===== src/rtl/mem_config_queue.sv =====
// mem_config_queue: register-programmed buffer-descriptor queues.
// Each stream owns four config registers (VADDR, SIZE, STATUS, DONE_COUNT)
// and a FIFO of {vaddr,size} descriptors presented on a valid/ready port.

// One stream: staging vaddr, descriptor FIFO, sticky flags, pop counter.
module mem_config_stream #(
  parameter int QUEUE_DEPTH = 4,
  parameter int VADDR_BITS  = 48,
  parameter int SIZE_BITS   = 32
) (
  input  logic                  clk,
  input  logic                  rst_n,
  input  logic                  wr_en,
  input  logic [1:0]            wr_sel,
  input  logic [63:0]           wr_data,
  input  logic                  ready,
  output logic                  valid,
  output logic [VADDR_BITS-1:0] head_vaddr,
  output logic [SIZE_BITS-1:0]  head_size,
  output logic [VADDR_BITS-1:0] staging,
  output logic [15:0]           occupancy,
  output logic                  ovf,
  output logic                  zsz,
  output logic [31:0]           done_count
);
  localparam int AW = $clog2(QUEUE_DEPTH);
  localparam int CW = AW + 1;

  logic [VADDR_BITS-1:0] q_vaddr [QUEUE_DEPTH];
  logic [SIZE_BITS-1:0]  q_size  [QUEUE_DEPTH];
  logic [AW-1:0]         rd_ptr, wr_ptr;
  logic [CW-1:0]         count;
  logic [SIZE_BITS-1:0]  wr_size;
  logic                  size_sel, stat_sel, done_sel, full, zero, push, pop;
  logic                  unused_data;

  assign wr_size     = wr_data[SIZE_BITS-1:0];
  assign size_sel    = wr_en && (wr_sel == 2'd1);
  assign stat_sel    = wr_en && (wr_sel == 2'd2);
  assign done_sel    = wr_en && (wr_sel == 2'd3);
  assign full        = (count == CW'(QUEUE_DEPTH));
  assign zero        = (wr_size == '0);
  // Full is judged on the pre-pop occupancy, so a same-cycle pop never
  // makes room for a write that arrived while full.
  assign push        = size_sel && !zero && !full;
  assign valid       = (count != '0);
  assign pop         = valid && ready;
  assign head_vaddr  = valid ? q_vaddr[rd_ptr] : '0;
  assign head_size   = valid ? q_size[rd_ptr]  : '0;
  assign occupancy   = 16'(count);
  assign unused_data = ^wr_data;

  // Descriptor storage; contents are only observed through the valid gate.
  always_ff @(posedge clk) begin
    if (push) begin
      q_vaddr[wr_ptr] <= staging;
      q_size[wr_ptr]  <= wr_size;
    end
  end

  // Pointers, occupancy, staging, sticky flags and the pop counter.
  always_ff @(posedge clk or negedge rst_n) begin
    if (!rst_n) begin
      rd_ptr     <= '0;
      wr_ptr     <= '0;
      count      <= '0;
      staging    <= '0;
      ovf        <= 1'b0;
      zsz        <= 1'b0;
      done_count <= '0;
    end else begin
      if (push) wr_ptr <= wr_ptr + AW'(1);
      if (pop)  rd_ptr <= rd_ptr + AW'(1);
      count <= count + CW'(push) - CW'(pop);
      if (wr_en && wr_sel == 2'd0) staging <= wr_data[VADDR_BITS-1:0];
      if (size_sel && zero)              zsz <= 1'b1;
      else if (stat_sel && wr_data[33])  zsz <= 1'b0;
      if (size_sel && !zero && full)     ovf <= 1'b1;
      else if (stat_sel && wr_data[32])  ovf <= 1'b0;
      if (done_sel)  done_count <= '0;
      else if (pop)  done_count <= done_count + 32'd1;
    end
  end
endmodule

// Top: address decode, per-stream instances, registered read port.
module mem_config_queue #(
  parameter int NUM_STREAMS = 1,
  parameter int QUEUE_DEPTH = 4,
  parameter int REG_BASE    = 0,
  parameter int VADDR_BITS  = 48,
  parameter int SIZE_BITS   = 32
) (
  input  logic                              clk,
  input  logic                              rst_n,
  input  logic                              conf_wr_valid,
  input  logic [15:0]                       conf_wr_addr,
  input  logic [63:0]                       conf_wr_data,
  input  logic                              conf_rd_valid,
  input  logic [15:0]                       conf_rd_addr,
  output logic                              conf_rd_resp,
  output logic [63:0]                       conf_rd_data,
  output logic [NUM_STREAMS-1:0]            buf_valid,
  input  logic [NUM_STREAMS-1:0]            buf_ready,
  output logic [NUM_STREAMS*VADDR_BITS-1:0] buf_vaddr,
  output logic [NUM_STREAMS*SIZE_BITS-1:0]  buf_size
);
  logic [NUM_STREAMS-1:0][VADDR_BITS-1:0] head_vaddr, staging;
  logic [NUM_STREAMS-1:0][SIZE_BITS-1:0]  head_size;
  logic [NUM_STREAMS-1:0][15:0]           occ;
  logic [NUM_STREAMS-1:0][31:0]           done;
  logic [NUM_STREAMS-1:0]                 ovf, zsz;
  logic [16:0] wr_off, rd_off;
  logic        wr_hit, rd_hit, unused_off;
  logic [63:0] rd_mux;

  // Offsets go negative (bit 16 set) below the window base.
  assign wr_off = {1'b0, conf_wr_addr} - 17'(REG_BASE);
  assign rd_off = {1'b0, conf_rd_addr} - 17'(REG_BASE);
  assign wr_hit = conf_wr_valid && !wr_off[16] && (wr_off < 17'(4*NUM_STREAMS));
  assign rd_hit = conf_rd_valid && !rd_off[16] && (rd_off < 17'(4*NUM_STREAMS));
  assign unused_off = ^{wr_off[15:6], rd_off[15:6]};
  assign buf_vaddr  = head_vaddr;
  assign buf_size   = head_size;

  for (genvar i = 0; i < NUM_STREAMS; i++) begin : g_stream
    mem_config_stream #(
      .QUEUE_DEPTH(QUEUE_DEPTH), .VADDR_BITS(VADDR_BITS), .SIZE_BITS(SIZE_BITS)
    ) u_stream (
      .clk        (clk),
      .rst_n      (rst_n),
      .wr_en      (wr_hit && (wr_off[5:2] == 4'(i))),
      .wr_sel     (wr_off[1:0]),
      .wr_data    (conf_wr_data),
      .ready      (buf_ready[i]),
      .valid      (buf_valid[i]),
      .head_vaddr (head_vaddr[i]),
      .head_size  (head_size[i]),
      .staging    (staging[i]),
      .occupancy  (occ[i]),
      .ovf        (ovf[i]),
      .zsz        (zsz[i]),
      .done_count (done[i])
    );
  end

  // Select the addressed register from the pre-edge state of every stream.
  always_comb begin
    rd_mux = '0;
    for (int i = 0; i < NUM_STREAMS; i++) begin
      if (rd_off[5:2] == 4'(i)) begin
        case (rd_off[1:0])
          2'd0:    rd_mux = 64'(staging[i]);
          2'd1:    rd_mux = 64'(head_size[i]);
          2'd2:    rd_mux = {30'b0, zsz[i], ovf[i], 16'b0, occ[i]};
          default: rd_mux = {32'b0, done[i]};
        endcase
      end
    end
  end

  // Read response one cycle after the request; out-of-window reads are silent.
  always_ff @(posedge clk or negedge rst_n) begin
    if (!rst_n) begin
      conf_rd_resp <= 1'b0;
      conf_rd_data <= '0;
    end else begin
      conf_rd_resp <= rd_hit;
      if (rd_hit) conf_rd_data <= rd_mux;
    end
  end
endmodule


===== config.mk =====
export PLATFORM = sky130hd
export DESIGN_NAME = mem_config_queue
export DESIGN_NICKNAME = d
export VERILOG_FILES = /design/src/rtl/mem_config_queue.sv
export SDC_FILE = /design/constraint.sdc
export NUM_CORES = 1
export LEC_CHECK = 0
export BUFFER_PORTS_ARGS = -buffer_cell sky130_fd_sc_hd__buf_2
export CORE_MARGIN = 2
export CORE_UTILIZATION = 25
export CTS_BUF_LIST = sky130_fd_sc_hd__clkbuf_2 sky130_fd_sc_hd__clkbuf_4 sky130_fd_sc_hd__clkbuf_8
export CTS_CLUSTER_DIAMETER = 100
export DETAILED_ROUTE_END_ITERATION = 8
export PLACE_DENSITY = 0.44
export SLEW_MARGIN = 25
export SYNTH_ARGS = -nofsm -noshare
export SYNTH_HDL_FRONTEND = slang
export SYNTH_SLANG_ARGS = --single-unit

===== constraint.sdc =====
create_clock -name clk -period 5.9 [get_ports clk]
set_input_delay 1.77 -clock clk [delete_from_list [all_inputs] [get_ports clk]]
set_output_delay 1.77 -clock clk [all_outputs]
set_load 0.02 [all_outputs]

; After elaboration in Yosys (flattened, before gate mapping)
; Memory sizes are Yosys's and may differ from the RTL's.
; Cells that the tools add are included.
[op_classes]
n_reduce_logical = 25
n_eq_ne = 6
n_addsub = 5
mux = 12
n_lt_le_gt_ge = 2
[op_table]
columns = operator, n
row1 = 48-bit one-hot mux with 3 select lines, 1
row2 = 32-bit two-way mux, 3
row3 = 64-bit two-way mux, 1
row4 = 48-bit two-way mux, 1
row5 = "32-bit by 1-bit adder with 32-bit output, second input constant", 1
row6 = 32-bit logical NOT, 1
row7 = "16-bit by 3-bit less-than comparator with 1-bit output, second input constant", 2
row8 = 1-bit logical AND, 14
row9 = 4-bit logical NOT, 2
row10 = "2-bit == test, second input constant", 3
row11 = 1-bit two-way mux, 6
row12 = 2-bit nonzero test, 3
row13 = "2-bit by 1-bit adder with 2-bit output, second input constant", 2
row14 = "2-bit by 1-bit == test with 1-bit output, second input constant", 2
row15 = 2-bit logical NOT, 2
row16 = 3-bit by 1-bit adder with 3-bit output, 1
row17 = "3-bit == test, second input constant", 1
row18 = 3-bit nonzero test, 1
row19 = 3-bit by 1-bit subtractor with 3-bit output, 1
row20 = 1-bit logical NOT, 2
[totals]
memories = 2
register_bits = 154
out_inout_bits = 146
ram_bits = 320
[memory_table]
columns = name, depth, width, rd, rd_ports_with_merged_regs, wr, line
row1 = g_stream[0].u_stream.q_vaddr, 4, 48, 1, 0, 1, 29  ; logic [VADDR_BITS-1:0] q_vaddr [QUEUE_DEPTH];
row2 = g_stream[0].u_stream.q_size, 4, 32, 1, 0, 1, 30  ; logic [SIZE_BITS-1:0] q_size [QUEUE_DEPTH];

; Longest topological paths before layout
; Gate-level depths: netlist of run 1.
[logic_depth]
ltp_word = 8
ltp_mapped = 10

; Hierarchy
; Synthesis of run 1 repeated with hierarchy kept, for this count alone.
[unflattened]
cells_unflattened = 1085
area_unflattened_um2 = 19142.1
[modules_own_cells]
columns = module, n_inst, area_each_um2, cells_each
row1 = mem_config_stream, 1, 16230.6, 876
row2 = mem_config_queue, 1, 2911.5, 209

; Least setup slack after synthesis of run 1
; Ideal clock, no wire load.
[synth_path]
kind = input port to flip-flop
from = input conf_wr_addr[12]
to = memory g_stream[0].u_stream.q_size[0][0] (enable)
t_arrival_ns = 5.990
setup_time_ns = 0.519
path_slack_ns = -0.609
cell_stages = 4
n_path_buf = 0
t_required_ns = 5.381
path_cell_list = nor4b_1 -> and4_1 -> o211ai_1 -> nor2_1
[synth_via]
elab_chain_cells = 8
[synth_lines]
columns = element, line
row1 = start: declaration, 97  ; input logic [15:0] conf_wr_addr,
row2 = 16-bit by 3-bit less-than comparator with 1-bit output, 120  ; assign wr_hit = conf_wr_valid && !wr_off[16] && (wr_off < 17'(4*NUM_STREAMS));
row3 = 1-bit logical AND, 120
row4 = 1-bit logical AND, 132  ; .wr_en (wr_hit && (wr_off[5:2] == 4'(i))),
row5 = 1-bit logical AND, 38  ; assign size_sel = wr_en && (wr_sel == 2'd1);
row6 = 1-bit logical AND (2 in a row), 45  ; assign push = size_sel && !zero && !full;
row7 = 1-bit two-way mux, 55  ; if (push) begin
row8 = 1-bit two-way mux (implied by the code), 57  ; q_size[wr_ptr] <= wr_size;
row9 = end: declaration, 30
; Every way passes these cells.

; Final worst setup path of run 1
[layout_path]
from = register g_stream[0].u_stream.rd_ptr[0]
to = output buf_size[30]
[layout_via]
elab_chain_cells = 2
[layout_lines]
columns = element, line
row1 = start: declaration, 31  ; logic [AW-1:0] rd_ptr, wr_ptr;
row2 = start signal: assignment, 73  ; if (pop) rd_ptr <= rd_ptr + AW'(1);
row3 = memory read 4 x 32 bit, n/a
row4 = 32-bit two-way mux, 49  ; assign head_size = valid ? q_size[rd_ptr] : '0;
row5 = end: declaration, 106  ; output logic [NUM_STREAMS*SIZE_BITS-1:0] buf_size
; Every way passes these cells.

==> results of run 1 <==
## metal layers
metal	vias to the layer above	global-route usage	wire [um]
met5	-	0	27
li1	4944	-	-
met1	5834	0.179	23800
met4	4	0.0448	1100
met2	310	0.234	26600
met3	76	0.0375	3290
## layout make-up
class                      instances  area [um^2]
fill                            7403        51700
tap                              969         1210
clock inverter                    35          277
clock buffer                     124         1550
sequential                       458        13100
multi-input combinational        604         5540
timing repair buffer             239         1330
inverter                          15         56.3
## worst paths after layout
| kind | to | slack, ns | cells past startpoint |
|---|---|---|---|
| max in group asynchronous | g_stream[0].u_stream.staging[12] | 3.74 | 2 |
| worst min register to register | conf_rd_data[37] | 0.46 | 2 |
| min in group asynchronous | conf_rd_data[46] | 1.10 | 1 |
| worst max-delay path | buf_size[30] | 1.16 | 4 |
| worst max register to register | conf_rd_data[30] | 3.35 | 5 |
| worst min-delay path | conf_rd_data[37] | 0.46 | 2 |
## power breakdown
part / switching, mW / internal, mW
clock: 1.38 / 1.87
sequential: 0.211 / 3.47
combinational: 0.921 / 0.645
total: 2.51 / 5.99
## through the flow
stage                     area (um^2)  cells  hold WS (ns)  TNS, ns  utilization
after global placement          21200   2284         0.450        0        0.284
after floorplan                 19000   1161         0.462  -194.86            -
after detailed placement        21200   2285         0.454        0        0.284
after CTS                       23000   2444         0.466        0        0.308
final                           23000   2444         0.464        0        0.308
after global routing            23000   2444         0.488        0        0.308
## state kept, by name, summed over array words and instances, names as in the netlist
name                          count
conf_rd_data                     48
g_stream.u_stream.wr_ptr          2
g_stream.u_stream.count           3
g_stream.u_stream.q_size        128
g_stream.u_stream.done_count     32
g_stream.u_stream.ovf             1
g_stream.u_stream.rd_ptr          2
g_stream.u_stream.staging        48
g_stream.u_stream.zsz             1
conf_rd_resp                      1
g_stream.u_stream.q_vaddr       192
## critical path, stage by stage, from the launching register on
cell and delay (ns):
dfrtp_4 0.80, buf_4 0.55, mux4_2 0.56, and2_1 0.21, buf_2 0.17
## kinds of logic (layout without fill, tap and decap cells)
| kind of cell | count (synthesis) | after routing |
|---|---|---|
| xor+xnor | 17 | 17 |
| simple gates | 257 | 257 |
| mux | 195 | 195 |
| compound gates | 111 | 111 |
| buf+inv | 99 | 413 |
| flops | 458 | 458 |
| fa+ha+maj | 8 | 8 |
| other cells | 1 | 16 |
## Yosys cell counts, types with 18 or more instances
| cell | count | area, um^2 |
|---|---|---|
| mux2_2 | 49 | 552 |
| clkbuf_1 | 40 | 150 |
| and2_1 | 86 | 538 |
| nand2_1 | 48 | 180 |
| nand3_1 | 31 | 155 |
| nor4_1 | 18 | 113 |
| mux2i_1 | 66 | 661 |
| buf_2 | 20 | 100 |
| edfxtp_1 | 320 | 9610 |
| mux4_2 | 80 | 1800 |
| nor2_1 | 19 | 71.3 |
| a21oi_1 | 52 | 260 |
| a21o_1 | 29 | 218 |
| dfrtp_1 | 138 | 3450 |
==> key figures, run 1 <==
Status
  • Status: completed

Clock network
  • Num CTS Buffers: 86
  • Worst-Skew Late Latency: around 0.66 ns
  • Clk slew on worst S/H paths: ~0.06 ns
  • Clock root buffer: clkbuf_8
  • Hold_buf cts: 0
  • Resized Gates After CTS: 0
  • H-tree depth: 3
  • Clk sink count: ~460
  • Deepest clock path buffer count: 3
  • Setup repair bufs after CTS: 0
  • CTS tree: built

Final layout
  • Final #Nets: between 1500 and 2000
  • Commonest non-fill, non-tap cell in the layout: edfxtp_1
  • Antenna diodes: 0
  • P&R area growth vs syn: 21.5%
  • Layout cells sized above 1: 0.359
  • Most frequent cells in the layout: edfxtp_1, buf_2, dfrtp_1

Timing
  • Tcrit/Tclk final: 0.804
  • Clock Skews: 0.0229 ns
  • Final Hold Vio Count: 0
  • Relative slew slack: 0.307
  • Final setup viols: 0
  • Final worst slack: ~1.2 ns
  • Minimum clock period: around 4.7 ns
  • RSZ-0062 raised after global routing: no
  • Pins over their slew limit: 0
  • Slew @ Worst Pin: 1.04 ns
  • Maximum clock frequency: between 200 and 250 MHz

Placement
  • DP HPWL: around 33000 um
  • Port Buffers: ~210
  • Worst slack, placed: approximately 1.2 ns
  • GPL Wtd Cong: 0.715

Floorplan
  • Std cell rows: 100
  • Die Width: roughly 280 um
  • Core area: about 0.075 mm^2
  • Die Area: around 0.078 mm^2
  • Die Y: ~280 um
  • I/O pin cnt: 247
  • Initial Utilization: 0.254

Yosys
  • Mux cell area share after synthesis: 0.159
  • Synthesis-stage register bit count: approximately 460
  • Mean Syn Cell Area: around 17 um^2
  • XOR/XNOR share of the synthesized area: 0.00786
  • Cell Area, Synth: approximately 0.019 mm^2
  • Main synth FF type: edfxtp_1
  • Adder-cell share of the synthesized area: 0.00568
  • Yosys warns: 0
  • Number of flops mapped to enable cells by yosys: 320
  • Sequential element share of the synthesized area: 0.689
  • Synth Area in Compound Gates: 0.0370
  • Synth Area in Simple Gates: 0.0770
  • Main combinational cell family by area after synthesis: multiplexers
  • Synth cell types: between 40 and 50
  • Synth Instances: approximately 1100
  • Fraction of registers with async set/reset: 0.301

Hold path
  • Hold Path Class: reg -> reg
  • HP Start: conf_rd_data[37]

Drt
  • DRT iter0 DRCs: roughly 610
  • DR pass1 iterations: 5
  • Via-to-Cell Ratio: roughly 4.6
  • WL per Instance: around 22 um
  • DRC Markers: 0
  • Post-Route WL: around 55000 um
  • Routed via count: 11200
  • Post-route ant nets: 0

Power and ir drop
  • Static Leak: about 9.5 nW
  • Overall Power: between 8 and 9 mW
  • Pwr Density: ~370 mW/mm^2
  • Max IR drop VDD: ~0.15 mV

Global route
  • Initial antenna violation count: 2
  • Largest net degree at the start of global routing: roughly 80
  • GR Overflow Total: 0
  • First-pass GRT wire length: slightly above 80000 um
  • Vias in the first global route: approximately 12000
  • GRT Overall Usage: 0.141

Worst setup path
  • WS Path Type: reg -> out
  • Critical Path AT: between 2 and 3 ns
  • Worst-path fanout max: 24
  • Reg2reg start: g_stream[0].u_stream.rd_ptr[0]
  • Startpoint Class: register
  • Crit end category: primary output
  • Worst EP required: 4.13 ns
  • Worst setup path startpoint: g_stream[0].u_stream.rd_ptr[0]

Job
  • Max cap viols: 0
(Power assumes the default switching activity.)
==> run 2: changes to the inputs <==
ABC_AREA = 1   (was default)
clock period = 4.7 ns   (was 5.9 ns; I/O delays follow)
==> key figures, run 2 <==
Clock network
  • Deepest clock path buffer count: 3 (unchanged)
  • Clk slew on worst S/H paths: 0.06 ns (about the same)
  • Setup repair bufs after CTS: 0 (unchanged)
  • H-tree depth: 3 (unchanged)
  • Worst-Skew Late Latency: 0.68 ns (+0.02 ns)
  • Num CTS Buffers: 79 (-8.1%)
  • Clk sink count: 458 (unchanged)
  • Resized Gates After CTS: 0 (unchanged)
  • Hold_buf cts: 0 (unchanged)
  • CTS tree: built
  • Clock root buffer: clkbuf_8

Final layout
  • Final instance area: 0.0236 mm^2 (+2.6%)
  • Layout cells sized above 1: 0.191 (-0.168)
  • Most frequent cells in the layout: nor2_1, nand2_1, edfxtp_1
  • Register name with the most flops: g_stream.u_stream.q_vaddr
  • Final #Nets: 2294 (+52%)
  • Fillcell total: 8280 (+12%)
  • P&R area growth vs syn: 19.6%
  • Top flop regs: g_stream.u_stream.q_vaddr (192), g_stream.u_stream.q_size (128)
  • Commonest non-fill, non-tap cell in the layout: nor2_1
  • Max reg flops: 192 (unchanged)
  • Final std cells w/o fill: 3302 (+35%)

Yosys
  • Synth top area share: 0.487 (-0.0204)
  • Adder-cell share of the synthesized area: 0.00545 (-0.000229)
  • XOR/XNOR share of the synthesized area: 0.00222 (-0.00564)
  • Main synth FF type: edfxtp_1
  • Mean Syn Cell Area: 10.1 um^2 (-39%)
  • Cell Area, Synth: 0.0197 mm^2 (+4.2%)
  • Yosys warns: 0 (unchanged)
  • Main combinational cell family by area after synthesis: simple AND/OR/NAND/NOR gates
  • Number of flops mapped to enable cells by yosys: 320 (unchanged)
  • Synth Area in Simple Gates: 0.198 (+0.121)
  • Area leader, netlist: edfxtp_1
  • Synth top area cells: edfxtp_1, dfrtp_1, nor2_1
  • Fraction of registers with async set/reset: 0.301 (unchanged)
  • Synth Instances: 1954 (+71%)
  • Synth Area in Compound Gates: 0.0850 (+0.0481)
  • Synth top cells by count: nor2_1, nand2_1, edfxtp_1, o21ai_0, dfrtp_1
  • Most frequent cell after synthesis: nor2_1
  • Synth cell types: 34 (-24%)
  • Sequential element share of the synthesized area: 0.661 (-0.0278)
  • Mux cell area share after synthesis: 0 (-0.159)
  • Synthesis-stage register bit count: 458 (unchanged)

Worst setup path
  • Worst path max stage delay: 0.72 ns (-0.08 ns)
  • Worst EP required: 3.29 ns (-0.84 ns)
  • R2R setup slack: 1.65 ns (-1.70 ns)
  • Worst-path fanout max: 53 (+120%)
  • Startpoint Class: register
  • Slowest stage cell, crit path: dfrtp_4
  • RR Endpoint: g_stream[0].u_stream.count[2]
  • Crit path cell chain: inv_6 > buf_4 > o21ai_0 > a21oi_1 > buf_2
  • Crit end category: primary output
  • Critical Path AT: 3.05 ns (+0.08 ns)
  • Reg2Reg Depth: 9 (+4)
  • WS Path Type: reg -> out
  • Reg2reg start: g_stream[0].u_stream.count[1]

Global route
  • Initial antenna violation count: 8 (+6)
  • GR Overflow Total: 0 (unchanged)
  • Largest net degree at the start of global routing: 66 (-19%)
  • GRT Overall Usage: 0.159 (+0.0182)
  • First-pass GRT wire length: 96800 um (+19%)
  • Vias in the first global route: 14700 (+21%)

Power and ir drop
  • Power share of the combinational group: 0.333 (+0.149)
  • Clock share of power: 0.304 (-0.078)
  • Pint: 7.66 mW (+28%)
  • Sequential share of power: 0.363 (-0.070)
  • Switching share of total power: 0.384 (+0.0882)
  • Pwr Density: 526 mW/mm^2 (+43%)
  • Switching pwr: 4.77 mW (+90%)
  • Max IR drop VDD: 0.219 mV (+48%)
  • Static Leak: 10.2 nW (+7.6%)

Floorplan
  • Std cell rows: 103 (+3.0%)
  • Die Width: 285 um (+2.0%)
  • Die Area: 0.0813 mm^2 (+4.1%)
  • I/O pin cnt: 247 (unchanged)
  • Initial Utilization: 0.251 (-0.00252)
  • Core area: 0.0786 mm^2 (+5.2%)
  • Die Y: 285 um (+2.0%)

Timing
  • Relative slew slack: 0.415 (+0.107)
  • Pins over their slew limit: 0 (unchanged)
  • Minimum clock period: between 4 and 5 ns
  • Final worst slack: 0.243 ns (-0.916 ns)
  • Final Hold Vio Count: 0 (unchanged)
  • Final setup viols: 0 (unchanged)
  • Maximum clock frequency: between 200 and 250 MHz
  • Tcrit/Tclk final: 0.948
  • Slew @ Worst Pin: 0.878 ns (-0.159 ns)
  • RSZ-0062 raised after global routing: no
  • Clock Skews: 0.0330 ns (+0.0101 ns)
  • Setup TNS after final layout: 0 ns (unchanged)

Placement
  • GPL Wtd Cong: 0.877 (+23%)
  • Area after DPL: 0.0219 mm^2 (+3.4%)
  • DP HPWL: 41600 um (+27%)
  • Port Buffers: 214 (unchanged)
  • Inst Count DP: 3152 (+38%)
  • Worst slack, placed: 0.386 ns (-0.767 ns)

Drt
  • DRC Markers: 0 (unchanged)
  • DRT iter0 DRCs: 1110 (+83%)
  • Met1 Routed Length: 29800 um (+25%)
  • DR top layer: met5
  • DR pass1 iterations: 5 (unchanged)
  • Via-to-Cell Ratio: 4.54 (-0.59%)
  • Post-Route WL: 65600 um (+20%)
  • Met2 WL: 30100 um (+13%)
  • Post-route ant nets: 0 (unchanged)
  • Routed via count: 15000 (+34%)
  • WL per Instance: 19.9 um (-11%)
  • Met3 wire len: 4050 um (+23%)

Job
  • Max cap viols: 0 (unchanged)

Hold path
  • Hold Path Class: reg -> reg
  • HP Start: conf_rd_data[13]
  • Hold path depth: 2 (unchanged)
  • Hold EP: conf_rd_data[13]

Status
  • Status: completed
## run 2: area by class of cell
cell class / count / area [um^2] / share of cell area
antenna: 1 / 2.50 / 0.000106
clock buffer: 123 / 1460 / 0.0619
clock inverter: 24 / 184 / 0.00779
inverter: 67 / 256 / 0.0109
multi-input combinational: 1323 / 5840 / 0.247
sequential: 458 / 13100 / 0.553
tap: 1050 / 1310 / 0.0556
timing repair buffer: 256 / 1500 / 0.0635
## run 2: metal layers
metal	vias to the layer above	global-route usage
met5	-	0
met4	14	0.0545
met3	110	0.0330
met2	430	0.253
met1	7386	0.216
li1	7060	-
## run 2: logic make-up (layout without fill, tap and decap cells)
group / Yosys count / in the layout
DFF: 458 / 458
AOI/OAI and AO/OA: 318 / 318
buffers and inverters: 188 / 470
xor gates and xnor gates: 5 / 5
other: 1 / 17
adders and majority gates: 8 / 8
and+or+nand+nor: 976 / 976
## run 2: critical path: cells and delay by family (launching register included)
kind / cells / cell delay [ns]
flip-flops: 1 / 0.72
buffers and inverters: 3 / 1.09
AO/OA/AOI/OAI: 2 / 0.50
## run 2: power groups by stage
stage | combinational, mW | sequential (mW) | clock, mW
after floorplan | 2.70 | 4.49 | 0
after global placement | 4.18 | 4.59 | 0
after detailed placement | 4.21 | 4.60 | 0
after CTS | 4.23 | 4.51 | 3.89
after global routing | 4.56 | 4.52 | 4.06
final | 4.14 | 4.51 | 3.78
## run 2: through the flow
stage / utilization / hold WS [ns] / power [mW]
6_report: 0.300 / 0.473 / 12.4
5_1_grt: 0.300 / 0.510 / 13.1
4_1_cts: 0.300 / 0.478 / 12.6
3_5_place_dp: 0.279 / 0.463 / 8.80
3_3_place_gp: 0.279 / 0.460 / 8.77
2_1_floorplan: - / 0.447 / 7.19
## run 2: worst max path at each step
stage                                        start                                  end  slack (ns)  cells after the start
finish              g_stream[0].u_stream.rd_ptr[0]                         buf_size[27]        0.24                      5
global route        g_stream[0].u_stream.rd_ptr[0]                         buf_size[25]        0.07                      5
CTS                 g_stream[0].u_stream.rd_ptr[0]                         buf_size[28]        0.18                      5
detailed placement                 conf_wr_addr[2]  g_stream[0].u_stream.q_vaddr[1][20]        0.39                      9
global placement                   conf_wr_addr[2]   g_stream[0].u_stream.q_size[3][23]        0.43                      9
floorplan                          conf_wr_addr[2]    g_stream[0].u_stream.q_size[0][0]       -1.33                      7
